<file path="config.mk">
export PLATFORM = sky130hd
export DESIGN_NAME = dmem_ctrl
export DESIGN_NICKNAME = d
export VERILOG_FILES = /design/src/rtl/rv_mem_pkg.sv /design/src/rtl/mem_lane_fmt.sv /design/src/rtl/dmem_ctrl.sv
export SDC_FILE = /design/constraint.sdc
export NUM_CORES = 1
export LEC_CHECK = 0
export CORE_MARGIN = 8
export CORE_UTILIZATION = 50
export CTS_CLUSTER_SIZE = 8
export DETAILED_ROUTE_END_ITERATION = 7
export GPL_TIMING_DRIVEN = 0
export PLACE_DENSITY = 0.9
export SLEW_MARGIN = 20
export SYNTH_ARGS = -nofsm -noshare
export SYNTH_HDL_FRONTEND = slang
export SYNTH_HIERARCHICAL = 1
export SYNTH_SLANG_ARGS = --single-unit
export TNS_END_PERCENT = 30
</file>
<file path="constraint.sdc">
create_clock -name clk -period 10 [get_ports clk]
set_clock_uncertainty 0.2 [all_clocks]
set_input_delay 1.5 -clock clk [delete_from_list [all_inputs] [get_ports clk]]
set_output_delay 1.5 -clock clk [all_outputs]
set_load 0.01 [all_outputs]
</file>
<file path="src/rtl/rv_mem_pkg.sv">
// Shared types and constants for the data-memory sequencing controller:
// RV32I load/store funct3 codes, controller states and port identifiers.
package rv_mem_pkg;

  localparam logic [2:0] F3_B  = 3'b000;
  localparam logic [2:0] F3_H  = 3'b001;
  localparam logic [2:0] F3_W  = 3'b010;
  localparam logic [2:0] F3_BU = 3'b100;
  localparam logic [2:0] F3_HU = 3'b101;

  typedef enum logic [1:0] {
    IDLE   = 2'd0,
    ACCESS = 2'd1,
    MERGE  = 2'd2
  } state_t;

  localparam logic PORT_CORE = 1'b0;
  localparam logic PORT_DBG  = 1'b1;

  // Access width in bytes; funct3[2] only selects zero extension.
  function automatic logic [2:0] size_bytes(input logic [2:0] f3);
    case (f3[1:0])
      2'b00:   size_bytes = 3'd1;
      2'b01:   size_bytes = 3'd2;
      default: size_bytes = 3'd4;
    endcase
  endfunction

endpackage

</file>
<file path="src/rtl/mem_lane_fmt.sv">
// Byte/half lane handling: load extract with sign/zero extension, and the
// store-side merge of a byte or half into a previously read word.
module mem_lane_fmt
  import rv_mem_pkg::*;
(
  input  logic [2:0]  size,
  input  logic [1:0]  off,
  input  logic [31:0] word,
  input  logic [15:0] wdata,
  output logic [31:0] load_data,
  output logic [31:0] merged
);

  logic        [7:0]  lane_b;
  logic        [15:0] lane_h;
  logic signed [7:0]  lane_b_s;
  logic signed [15:0] lane_h_s;

  always_comb begin
    lane_b   = word[{off, 3'b000} +: 8];
    lane_h   = word[{off[1], 4'b0000} +: 16];
    lane_b_s = lane_b;
    lane_h_s = lane_h;
    case (size)
      F3_B:    load_data = 32'(lane_b_s);
      F3_H:    load_data = 32'(lane_h_s);
      F3_BU:   load_data = {24'd0, lane_b};
      F3_HU:   load_data = {16'd0, lane_h};
      default: load_data = word;
    endcase
  end

  always_comb begin
    merged = word;
    case (size[1:0])
      2'b00:   merged[{off, 3'b000} +: 8]     = wdata[7:0];
      2'b01:   merged[{off[1], 4'b0000} +: 16] = wdata[15:0];
      default: ;
    endcase
  end

endmodule

</file>
<file path="src/rtl/dmem_ctrl.sv">
// Two-port (core / debug) arbiter and sequencer in front of a word-write-only
// data memory; byte and half stores are done as read-modify-write.
module dmem_ctrl
  import rv_mem_pkg::*;
#(
  parameter int MEM_BYTES  = 1024,
  parameter int STARVE_MAX = 4
) (
  input  logic        clk,
  input  logic        rst,
  input  logic        c_req,
  input  logic        c_we,
  input  logic [2:0]  c_size,
  input  logic [31:0] c_addr,
  input  logic [31:0] c_wdata,
  output logic        c_gnt,
  output logic        c_rvalid,
  output logic [31:0] c_rdata,
  output logic        c_err,
  input  logic        d_req,
  input  logic        d_we,
  input  logic [31:0] d_addr,
  input  logic [31:0] d_wdata,
  output logic        d_gnt,
  output logic        d_rvalid,
  output logic [31:0] d_rdata,
  output logic        d_err,
  output logic [31:0] mem_addr,
  output logic [31:0] mem_wdata,
  output logic        mem_we,
  input  logic [31:0] mem_rdata
);

  localparam int               CNT_W   = $clog2(STARVE_MAX + 1);
  localparam logic [CNT_W-1:0] CNT_MAX = CNT_W'(STARVE_MAX);

  state_t           state;
  logic [CNT_W-1:0] starve_cnt;

  logic        txn_port;
  logic        txn_we;
  logic [2:0]  txn_size;
  logic [31:0] txn_addr;
  logic [31:0] txn_wdata;
  logic [31:0] merge_q;

  logic        dbg_wins;
  logic        f3_legal;
  logic        misalign;
  logic        out_of_range;
  logic        acc_err;
  logic        sub_store;
  logic        fin;
  logic        fin_err;
  logic [32:0] last_byte;
  logic [31:0] fin_data;
  logic [31:0] fmt_word;
  logic [31:0] load_data;
  logic [31:0] merged;

  // Arbitration: core by default, debug when the core is quiet or starved out.
  always_comb begin
    dbg_wins = d_req && (!c_req || (starve_cnt == CNT_MAX));
    c_gnt    = (state == IDLE) && c_req && !dbg_wins;
    d_gnt    = (state == IDLE) && dbg_wins;
  end

  // Legality of the latched transaction; debug accesses are latched as words.
  always_comb begin
    f3_legal     = txn_we ? (txn_size inside {F3_B, F3_H, F3_W})
                          : (txn_size inside {F3_B, F3_H, F3_W, F3_BU, F3_HU});
    misalign     = ((txn_size[1:0] == 2'b01) && txn_addr[0]) ||
                   ((txn_size[1:0] == 2'b10) && (txn_addr[1:0] != 2'b00));
    last_byte    = {1'b0, txn_addr} + {30'd0, size_bytes(txn_size)} - 33'd1;
    out_of_range = last_byte >= 33'(MEM_BYTES);
    acc_err      = !f3_legal || misalign || out_of_range;
    sub_store    = txn_we && (txn_size != F3_W) && !acc_err;
  end

  always_comb begin
    fin      = ((state == ACCESS) && !sub_store) || (state == MERGE);
    fin_err  = (state == ACCESS) && acc_err;
    fin_data = ((state == ACCESS) && !txn_we && !acc_err) ? load_data : '0;
    fmt_word = (state == MERGE) ? merge_q : mem_rdata;
  end

  mem_lane_fmt u_fmt (
    .size      (txn_size),
    .off       (txn_addr[1:0]),
    .word      (fmt_word),
    .wdata     (txn_wdata[15:0]),
    .load_data (load_data),
    .merged    (merged)
  );

  // Memory drive decodes straight from state so a reset kills a write at once.
  always_comb begin
    mem_addr  = '0;
    mem_wdata = '0;
    mem_we    = 1'b0;
    case (state)
      ACCESS: begin
        mem_addr = {txn_addr[31:2], 2'b00};
        if (txn_we && !acc_err && (txn_size == F3_W)) begin
          mem_we    = 1'b1;
          mem_wdata = txn_wdata;
        end
      end
      MERGE: begin
        mem_addr  = {txn_addr[31:2], 2'b00};
        mem_we    = 1'b1;
        mem_wdata = merged;
      end
      default: ;
    endcase
  end

  always_ff @(posedge clk or negedge rst) begin
    if (!rst) begin
      state      <= IDLE;
      starve_cnt <= '0;
      c_rvalid   <= 1'b0;
      c_err      <= 1'b0;
      c_rdata    <= '0;
      d_rvalid   <= 1'b0;
      d_err      <= 1'b0;
      d_rdata    <= '0;
    end else begin
      c_rvalid <= fin && (txn_port == PORT_CORE);
      c_err    <= fin_err && (txn_port == PORT_CORE);
      c_rdata  <= (txn_port == PORT_CORE) ? fin_data : '0;
      d_rvalid <= fin && (txn_port == PORT_DBG);
      d_err    <= fin_err && (txn_port == PORT_DBG);
      d_rdata  <= (txn_port == PORT_DBG) ? fin_data : '0;
      case (state)
        IDLE: begin
          if (d_gnt) begin
            starve_cnt <= '0;
          end else if (d_req && (starve_cnt != CNT_MAX)) begin
            starve_cnt <= starve_cnt + 1'b1;
          end
          if (c_gnt || d_gnt) begin
            state <= ACCESS;
          end
        end
        ACCESS:  state <= sub_store ? MERGE : IDLE;
        MERGE:   state <= IDLE;
        default: state <= IDLE;
      endcase
    end
  end

  // Transaction and merge registers carry data only; state gates their use.
  always_ff @(posedge clk) begin
    if (c_gnt) begin
      txn_port  <= PORT_CORE;
      txn_we    <= c_we;
      txn_size  <= c_size;
      txn_addr  <= c_addr;
      txn_wdata <= c_wdata;
    end else if (d_gnt) begin
      txn_port  <= PORT_DBG;
      txn_we    <= d_we;
      txn_size  <= F3_W;
      txn_addr  <= d_addr;
      txn_wdata <= d_wdata;
    end
    if (state == ACCESS) begin
      merge_q <= mem_rdata;
    end
  end

endmodule

</file>
==> metrics.txt <==
Core Box Area 0.02489 mm2; H-tree lvl count 4; pin count of the biggest net entering global routing 54; Static Leak around 6.5 nW; pwr dens between 200 and 250 mW/mm2; Worst Setup End Kind output port; clk slew on worst S/H paths 0.08 ns; endpoints failing hold 0; Worst Setup Path Type reg -> out; clk sinks 174; Post-synth EDFFs 100; post-synthesis instance total around 1,300; Clock Tree Buf Depth 2; worst-margin pin slew 0.7360 ns; DIE AREA 0.03044 mm2; worst reg2reg startpoint txn_size[1]; P&R area growth vs syn 33.19%; RePlAce Congestion about 0.96; critical path fanouts, max 9; register area share after synthesis 0.3863; hold buffer count at cts 0; CTS tree done; Avg Inst Size Synth around 9.4 um2; Clock power frac 0.190; outcome completed; Synth async-reset ratio 0.4195; Skew-Pair Late Insertion Delay roughly 0.46 ns; top cells by area, synth edfxtp_1 24%, dfrtp_1 15%, mux2_2 9.1%; final setup violating endpoints 0; row count 58; HP Class reg -> reg; Cell variety after synth 86; Iteration-0 DRC Markers between 1,000 and 1,500; Syn. warnings 6; switch share 0.4583; initial antenna violation count 3; post-cts resize count 0; CTS root buffer clkbuf_16; drt pass-1 iters 6; dpl hpwl 34,650 um; share of the synthesized area in the top cell type 0.2392; CTS buffer count 17; Final nets 1,871; Die Height 174.5 um; post-CTS setup repair buffer count 0; Routed Antenna Nets 0; NetSw about 1.8 mW; io pins 304; final WL between 40,000 and 50,000 um; fin. max-slew vios 0; GRT Overall Usage 0.2782; largest area contributor in the netlist edfxtp_1; CP arrival 6.03 ns; routed length per placed instance 21.76 um; FMAX between 0.1 and 0.15 GHz; Die W 174.5 um; maximum VDD drop 0.1198 mV; CP Launch Type register; vias in the first global route about 12,000; Critical path origin txn_size[1]; Pwr Total 3.833 mW; DRC viols 0; Internal Dissipation 2.076 mW; crit share post-route 0.7733; final worst path period need approximately 7.7 ns; sequential power share 0.271; mapped cell area approximately 0.013 mm2; #FFs+latches synth around 170; Logic pwr share 0.539; Slew HR 0.5094; grt total ovfl 0; worst path required time 8.30 ns; share of post-route cells with drive strength above 1 0.1671; fillcell total 1,978; # port buffers 301; Storage cell area between 0.004 and 0.005 mm2; unrepaired setup endpoints after global routing false; Initial Util 0.5044; maxcap violations 0; vias 11,955; first-pass GRT wire length 67,170 um; sum of negative setup slack 0 ns; multi-input combinational cell area 0.006825 mm2; Hold Path Origin starve_cnt[1]; Synth Flop Type edfxtp_1; drt via density 5.972
-- through the flow --
| stage | cells | setup slack (ns) | hold slack [ns] | utilization | instance area [um2] |
|---|---|---|---|---|---|
| 3_5_place_dp | 1968 | 3.043 | 0.3097 | 0.6460 | 16080 |
| 4_1_cts | 2000 | 2.458 | 0.3260 | 0.6716 | 16720 |
| 5_1_grt | 2002 | 2.136 | 0.3535 | 0.6718 | 16720 |
| 3_3_place_gp | 1964 | 3.050 | 0.2904 | 0.6422 | 15980 |
| 2_1_floorplan | 1333 | 4.553 | 0.2730 | - | 12560 |
| 6_report | 2002 | 2.267 | 0.3289 | 0.6718 | 16720 |
-- logic make-up (layout without fill, tap and decap cells) --
logic type / count (synthesis) / after routing / share of synthesized area
other: 1 / 4 / 0.0002987
buffers and inverters: 204 / 541 / 0.07106
AND/OR/NAND/NOR: 470 / 470 / 0.2103
multiplexers: 107 / 107 / 0.09577
AO/OA/AOI/OAI: 321 / 321 / 0.1839
flip-flops: 174 / 174 / 0.3863
adder cells (fa/ha/maj): 45 / 45 / 0.04545
XOR/XNOR: 10 / 10 / 0.006976
-- routing by layer --
| metal | global-route usage | routed length, um | vias to the layer above |
|---|---|---|---|
| met5 | 0 | 13 | - |
| met4 | 0.08514 | 1012 | 2 |
| met3 | 0.07225 | 4631 | 72 |
| met2 | 0.4449 | 20080 | 656 |
| met1 | 0.3635 | 17820 | 5698 |
| li1 | - | - | 5527 |
-- synthesized netlist by cell type (8+ instances only) --
cell type / number
nand3b_1: 10
nand3_1: 83
a21oi_1: 58
a22o_1: 11
edfxtp_1: 100
nand4_1: 18
nor2b_1: 17
inv_1: 104
a211oi_1: 10
a222oi_1: 8
nor3b_1: 11
dfrtp_1: 73
a21o_1: 17
o21ai_0: 73
a22oi_1: 13
nor2_1: 39
nand2b_1: 23
mux2_2: 101
buf_2: 34
o211ai_1: 9
nor3_1: 52
o21a_1: 9
and3_1: 8
o21ai_2: 31
and2_1: 36
ha_1: 44
nand2_1: 108
clkbuf_1: 49
nor3_2: 30
or3_1: 9
-- worst max-delay path, cell delays in order, from the launching register on --
cell	delay, ns
edfxtp_1	0.57
inv_1	0.22
nand2_1	0.08
ha_1	0.27
inv_1	0.06
ha_1	0.18
inv_1	0.06
fa_1	0.37
nand2b_1	0.21
a21oi_1	0.32
o21ai_1	0.27
and3_1	0.27
a221o_1	0.36
nor4b_1	0.53
nor4b_4	0.39
nand3_2	0.30
o21ai_0	0.49
clkdlybuf4s50_1	0.63
-- power groups by stage --
| stage | sequential, mW | combinational [mW] | clock, mW |
|---|---|---|---|
| 6_report | 1.04 | 2.07 | 0.728 |
| 3_5_place_dp | 1.05 | 2.01 | 0 |
| 4_1_cts | 1.04 | 2.02 | 0.731 |
| 5_1_grt | 1.05 | 2.24 | 0.759 |
| 3_3_place_gp | 1.06 | 1.94 | 0 |
| 2_1_floorplan | 1.02 | 1.39 | 0 |
-- layout make-up --
cell class / count / share of cell area
multi-input cells: 955 / 0.4082
flip-flops and latches: 174 / 0.2900
repair buffers: 305 / 0.1852
plain buffers: 100 / 0.03001
clock buffers: 17 / 0.02544
well taps: 330 / 0.02469
inverters: 104 / 0.02350
clock inverters: 15 / 0.01265
diodes: 2 / 0.0002993
-- final timing paths --
kind | to | slack [ns] | cells past startpoint
worst max-delay path | mem_wdata[0] | 2.27 | 17
worst min-delay path | starve_cnt[1] | 0.33 | 2
worst max register to register | d_rdata[29] | 4.85 | 17
worst min register to register | starve_cnt[1] | 0.33 | 2
max in group asynchronous | c_rvalid | 8.34 | 2
min in group asynchronous | c_rdata[0] | 0.72 | 1
-- flip-flops by register name, indices dropped and copies added, names as in the netlist, 2 cells and up --
signal and cells:
merge_q 32, txn_size 3, state 2, starve_cnt 3, d_rdata 32, txn_wdata 32, c_rdata 32, txn_addr 32
-- cell usage in the layout, fill, tap and decap left out, drive strengths merged, types with 9 or more instances in the layout --
cell type / count
nor2b: 17
a21o: 17
and2: 36
o21a: 9
nor3: 82
a22o: 11
a211oi: 11
or3: 10
o21ai: 109
mux2: 102
nand2: 108
clkdlybuf4s50: 300
nand2b: 23
nor2: 39
clkbuf: 67
ha: 44
nor3b: 11
nand3: 84
a21oi: 65
nand3b: 10
buf: 55
a22oi: 14
dfrtp: 73
inv: 117
edfxtp: 100
nand4: 19
o211ai: 10
Power figures use the tool's default switching activity.
==> RTL change 1: new RTL, config.mk and constraints unchanged <==
`STARVE_MAX`: 4 -> 2.
--- a/src/rtl/dmem_ctrl.sv
+++ b/src/rtl/dmem_ctrl.sv
@@ -4,7 +4,7 @@
   import rv_mem_pkg::*;
 #(
   parameter int MEM_BYTES  = 1024,
-  parameter int STARVE_MAX = 4
+  parameter int STARVE_MAX = 2
 ) (
   input  logic        clk,
   input  logic        rst,
Behaviour: not the same (Yosys sat finds a counterexample within 10 cycles, from zero or initial values and one cycle with rst low).
==> RTL change 1 against the unedited design <==
  * Area after synthesis down 5.1%
  * Count of clock-buffer cells in the layout unchanged
  * Final area down 4.1%
  * Worst hold slack worse by 0.041 ns
  * Power down 4.6%
  * Die area down 4.6%
  * Sequential cell count down 1
  * Non-clock buffer count down 17
  * Largest power group unchanged
  * Critical path type unchanged
  * Highest routed layer is now met4
  * Routed wire length down 4.7%
  * Setup slack worse by 0.55 ns
==> RTL change 1: results (changes against the unedited design) <==
Route
  – Drt wl/cell: 22.0 um (was 21.8 um)
  – Pre-antenna DRT Iters: 5 (was 6)
  – DR vias: 11000 (was 12000)

Placement
  – Placed Area: 15400 sq um (was 16100 sq um)
  – GPL Wtd Cong: 0.959 (was 0.956)
  – Dpl hpwl: 33400 um (was 34600 um)

Pwr
  – Lkg Pwr: 0.00623 uW (was 0.00649 uW)
  – Maximum vdd ir drop: 0.000132 V (was 0.000120 V)

Final layout
  – Final net count: 1763 (was 1871)
  – Share of cells above drive strength 1: 16.4% (was 16.7%)
  – Fillers: 1822 (was 1978)

Worst setup path
  – Worst path arrival time: 6.58 ns (was 6.03 ns)
  – Worst-path maximum fanout: 10 (was 9)
  – CP Capture Point: mem_wdata[7] (was mem_wdata[0])
  – Crit-path max cell delay: 0.85 ns (was 0.63 ns)
  – Crit-path slowest cell: a2111oi_0 (was clkdlybuf4s50_1)

GRT
  – Initial antenna violation count: 2 (was 3)
  – Maximum number of pins on one net before global-route repair: 62 (was 54)
  – Total GRT Usage: 28.1% (was 27.8%)

Clock tree
  – Clock Root Buffer: clkbuf_16 (unchanged)
  – Worst-Skew Late Latency: 0.44 ns (was 0.46 ns)

STA
  – Min Hold Slack: 0.288 ns (was 0.329 ns)

Logic synthesis
  – Top-area cell type share of the netlist area: 25.2% (was 23.9%)
  – Seq/Total Area, Yosys: 40.5% (was 38.6%)
  – Synth top area cells: edfxtp_1, dfrtp_1, mux2_2, nor3_2, o21ai_0 (was edfxtp_1, dfrtp_1, mux2_2, ha_1, nand3_1)
  – Top cells by count, synth: nand2_1, o21ai_0, mux2_2 (was nand2_1, inv_1, mux2_2)
  – Synth cell types: 85 (was 86)

Outcome
  – Status: finished clean (unchanged)
==> RTL change 1: cell types whose count changed in the layout (fill, tap and decap cells not counted), moves of 18 or more <==
| cell | change |
|---|---|
| nor3_2 | +30 |
| o21ai_0 | +35 |
| nor3_1 | -32 |
| nand3_1 | -69 |
| nand2_1 | +25 |
| buf_2 | -18 |
| o21ai_2 | -30 |
==> RTL change 1: metrics by stage <==
stage	util, %	std cells	setup WS (ns)
after floorplan	-	1228	4.35
after global placement	65.3	1848	2.51
after detailed placement	65.6	1850	2.48
after CTS	68.3	1882	1.98
after global routing	68.3	1884	1.50
final	68.3	1885	1.72
==> RTL change 1: cells by family after synthesis <==
family	Yosys count	share of synthesized area [%]
AO/OA/AOI/OAI	304	17.0
XOR/XNOR	3	0.221
AND/OR/NAND/NOR	406	20.2
flip-flops	173	40.5
multiplexers	111	10.5
buffers and inverters	185	6.91
adder cells (fa/ha/maj)	44	4.68
other	1	0.0315
==> RTL change 1: power groups by stage <==
stage | clock network [uW] | logic (uW) | registers, uW
after floorplan | 0 | 1230 | 1020
after global placement | 0 | 1800 | 1060
after detailed placement | 0 | 1840 | 1060
after CTS | 723 | 1850 | 1040
after global routing | 756 | 2040 | 1060
final | 718 | 1890 | 1040
==> RTL change 1: layer usage <==
layer	GRT usage, %	vias up	part of all wire (%)
li1	-	5080	-
met1	36.7	5244	41
met2	44.9	642	46
met3	6.58	73	10
met4	10.2	0	2.8
met5	0	-	0
==> RTL change 1: final cells by class <==
type                       instances  area [sq um]  share of cell area, %
inverter                         100           378                   2.36
clock inverter                    15           208                   1.29
buffer                            85           448                   2.79
tap                              319           399                   2.49
multi-input combinational        870          6290                   39.2
antenna                            3          7.51                 0.0468
timing repair buffer             303          3070                   19.1
sequential                       173          4820                   30.1
clock buffer                      17           425                   2.65
==> RTL change 2: new RTL, same settings <==
Made on the original files. Remove the register `d_err`: a continuous assignment takes its place, so the output `d_err` follows one clock earlier.
--- a/src/rtl/dmem_ctrl.sv
+++ b/src/rtl/dmem_ctrl.sv
@@ -123,14 +123,12 @@
       c_err      <= 1'b0;
       c_rdata    <= '0;
       d_rvalid   <= 1'b0;
-      d_err      <= 1'b0;
       d_rdata    <= '0;
     end else begin
       c_rvalid <= fin && (txn_port == PORT_CORE);
       c_err    <= fin_err && (txn_port == PORT_CORE);
       c_rdata  <= (txn_port == PORT_CORE) ? fin_data : '0;
       d_rvalid <= fin && (txn_port == PORT_DBG);
-      d_err    <= fin_err && (txn_port == PORT_DBG);
       d_rdata  <= (txn_port == PORT_DBG) ? fin_data : '0;
       case (state)
         IDLE: begin
@@ -149,6 +147,8 @@
       endcase
     end
   end
+
+  assign d_err = fin_err && (txn_port == PORT_DBG);
 
   // Transaction and merge registers carry data only; state gates their use.
   always_ff @(posedge clk) begin
Function: changed (a bounded check fails within 4 cycles, from zero or initial values and one cycle with rst low).
==> RTL change 2 against the unedited design <==
  * Via count shrank 5.7%
  * Sequential power hardly changed
  * Setup slack gained 0.77 ns
  * Area after synthesis fell by 5.6%
  * Non-clock buffer count fell by 2
  * Sequential cell count shrank 1
  * Final area fell by 4.4%
  * Routed wire length is 4.8% lower
  * Count of clock-buffer cells in the layout unchanged
  * Power down 8.9%
  * Clock power shrank 5.9%
==> RTL change 2: results (changes against the unedited design) <==
Outcome
  – Status: finished clean (unchanged)

GRT
  – First-pass GRT wire length: 63100 um (was 67200 um)
  – Total GRT Usage: 28.0% (was 27.8%)
  – Maximum number of pins on one net before global-route repair: 65 (was 54)
  – Vias in the first global route: 11100 (was 11900)
  – Met3 track demand over resource: 6.07% (was 7.22%)
  – Met2 Use GR: 45.6% (was 44.5%)

Worst setup path
  – Worst-path maximum fanout: 10 (was 9)
  – Worst R2R Setup Slack: 5.44 ns (was 4.85 ns)
  – R2r endpoint: d_rdata[17] (was d_rdata[29])
  – Worst path arrival time: 5.26 ns (was 6.03 ns)
  – Cells on worst reg2reg path: 19 (was 17)
  – CP Capture Point: mem_wdata[6] (was mem_wdata[0])
  – Crit-path max cell delay: 0.60 ns (was 0.63 ns)

Logic synthesis
  – Synth async-reset ratio: 41.6% (was 42.0%)
  – Synth top area cells: edfxtp_1, dfrtp_1, mux2_2, ha_1, o21ai_0 (was edfxtp_1, dfrtp_1, mux2_2, ha_1, nand3_1)
  – Top-area cell type share of the netlist area: 25.3% (was 23.9%)
  – FF+latch count, synth: 173 (was 174)
  – Seq/Total Area, Yosys: 40.7% (was 38.6%)
  – Synth cell types: 82 (was 86)
  – Top cells by count, synth: mux2_2, edfxtp_1, nand2_1, o21ai_0, dfrtp_1 (was nand2_1, inv_1, mux2_2)

Route
  – Initial drt markers: 1394 (was 1386)
  – Met2 routed WL: 19300 um (was 20100 um)
  – Pre-antenna DRT Iters: 7 (was 6)
  – Drt total wl: 41500 um (was 43600 um)

Final layout
  – Number of non-clock buffers in the layout: 403 (was 405)
  – Fraction of area in multi-input gates: 39.4% (was 40.8%)
  – Count of multi-input combinational gates: 892 (was 955)
  – Final clock-cell share: 3.82% (was 3.81%)
  – Fillers: 1857 (was 1978)
  – Register area: 4820 sq um (was 4850 sq um)
  – Final net count: 1770 (was 1871)
  – Share of cells above drive strength 1: 15.0% (was 16.7%)

Pwr
  – Lkg Pwr: 0.00607 uW (was 0.00649 uW)
  – Maximum vdd ir drop: 0.000115 V (was 0.000120 V)

STA
  – Worst slew pin tran: 0.914 ns (was 0.736 ns)
  – Min Hold Slack: 0.337 ns (was 0.329 ns)

Clock tree
  – Worst-Skew Late Latency: 0.43 ns (was 0.46 ns)

Placement
  – Dpl hpwl: 32900 um (was 34600 um)
  – Place WS: 3.56 ns (was 3.04 ns)
RTL change 2: kinds of logic (layout without fill, tap and decap cells):
kind of cell,after synthesis,after routing,synth area share (%)
xor gates and xnor gates,11,11,0.813
and+or+nand+nor,443,443,21.5
AOI/OAI and AO/OA,284,284,15.7
buffers and inverters,166,504,6.31
other,1,4,0.0316
DFF,173,173,40.7
adders and majority gates,45,45,4.81
muxes,107,107,10.1
RTL change 2: metrics by stage:
| stage | cell area, sq um | util [%] |
|---|---|---|
| after floorplan | 11900 | - |
| after global placement | 15300 | 65.2 |
| after detailed placement | 15400 | 65.7 |
| after CTS | 16000 | 68.3 |
| after global routing | 16000 | 68.3 |
| final | 16000 | 68.3 |
RTL change 2: where the power goes:
group          internal [uW]  leakage, uW  switching (uW)
Combinational            694      0.00380            1070
Clock                    343     0.000293             343
Sequential               938      0.00197             101
Total                   1970      0.00607            1520
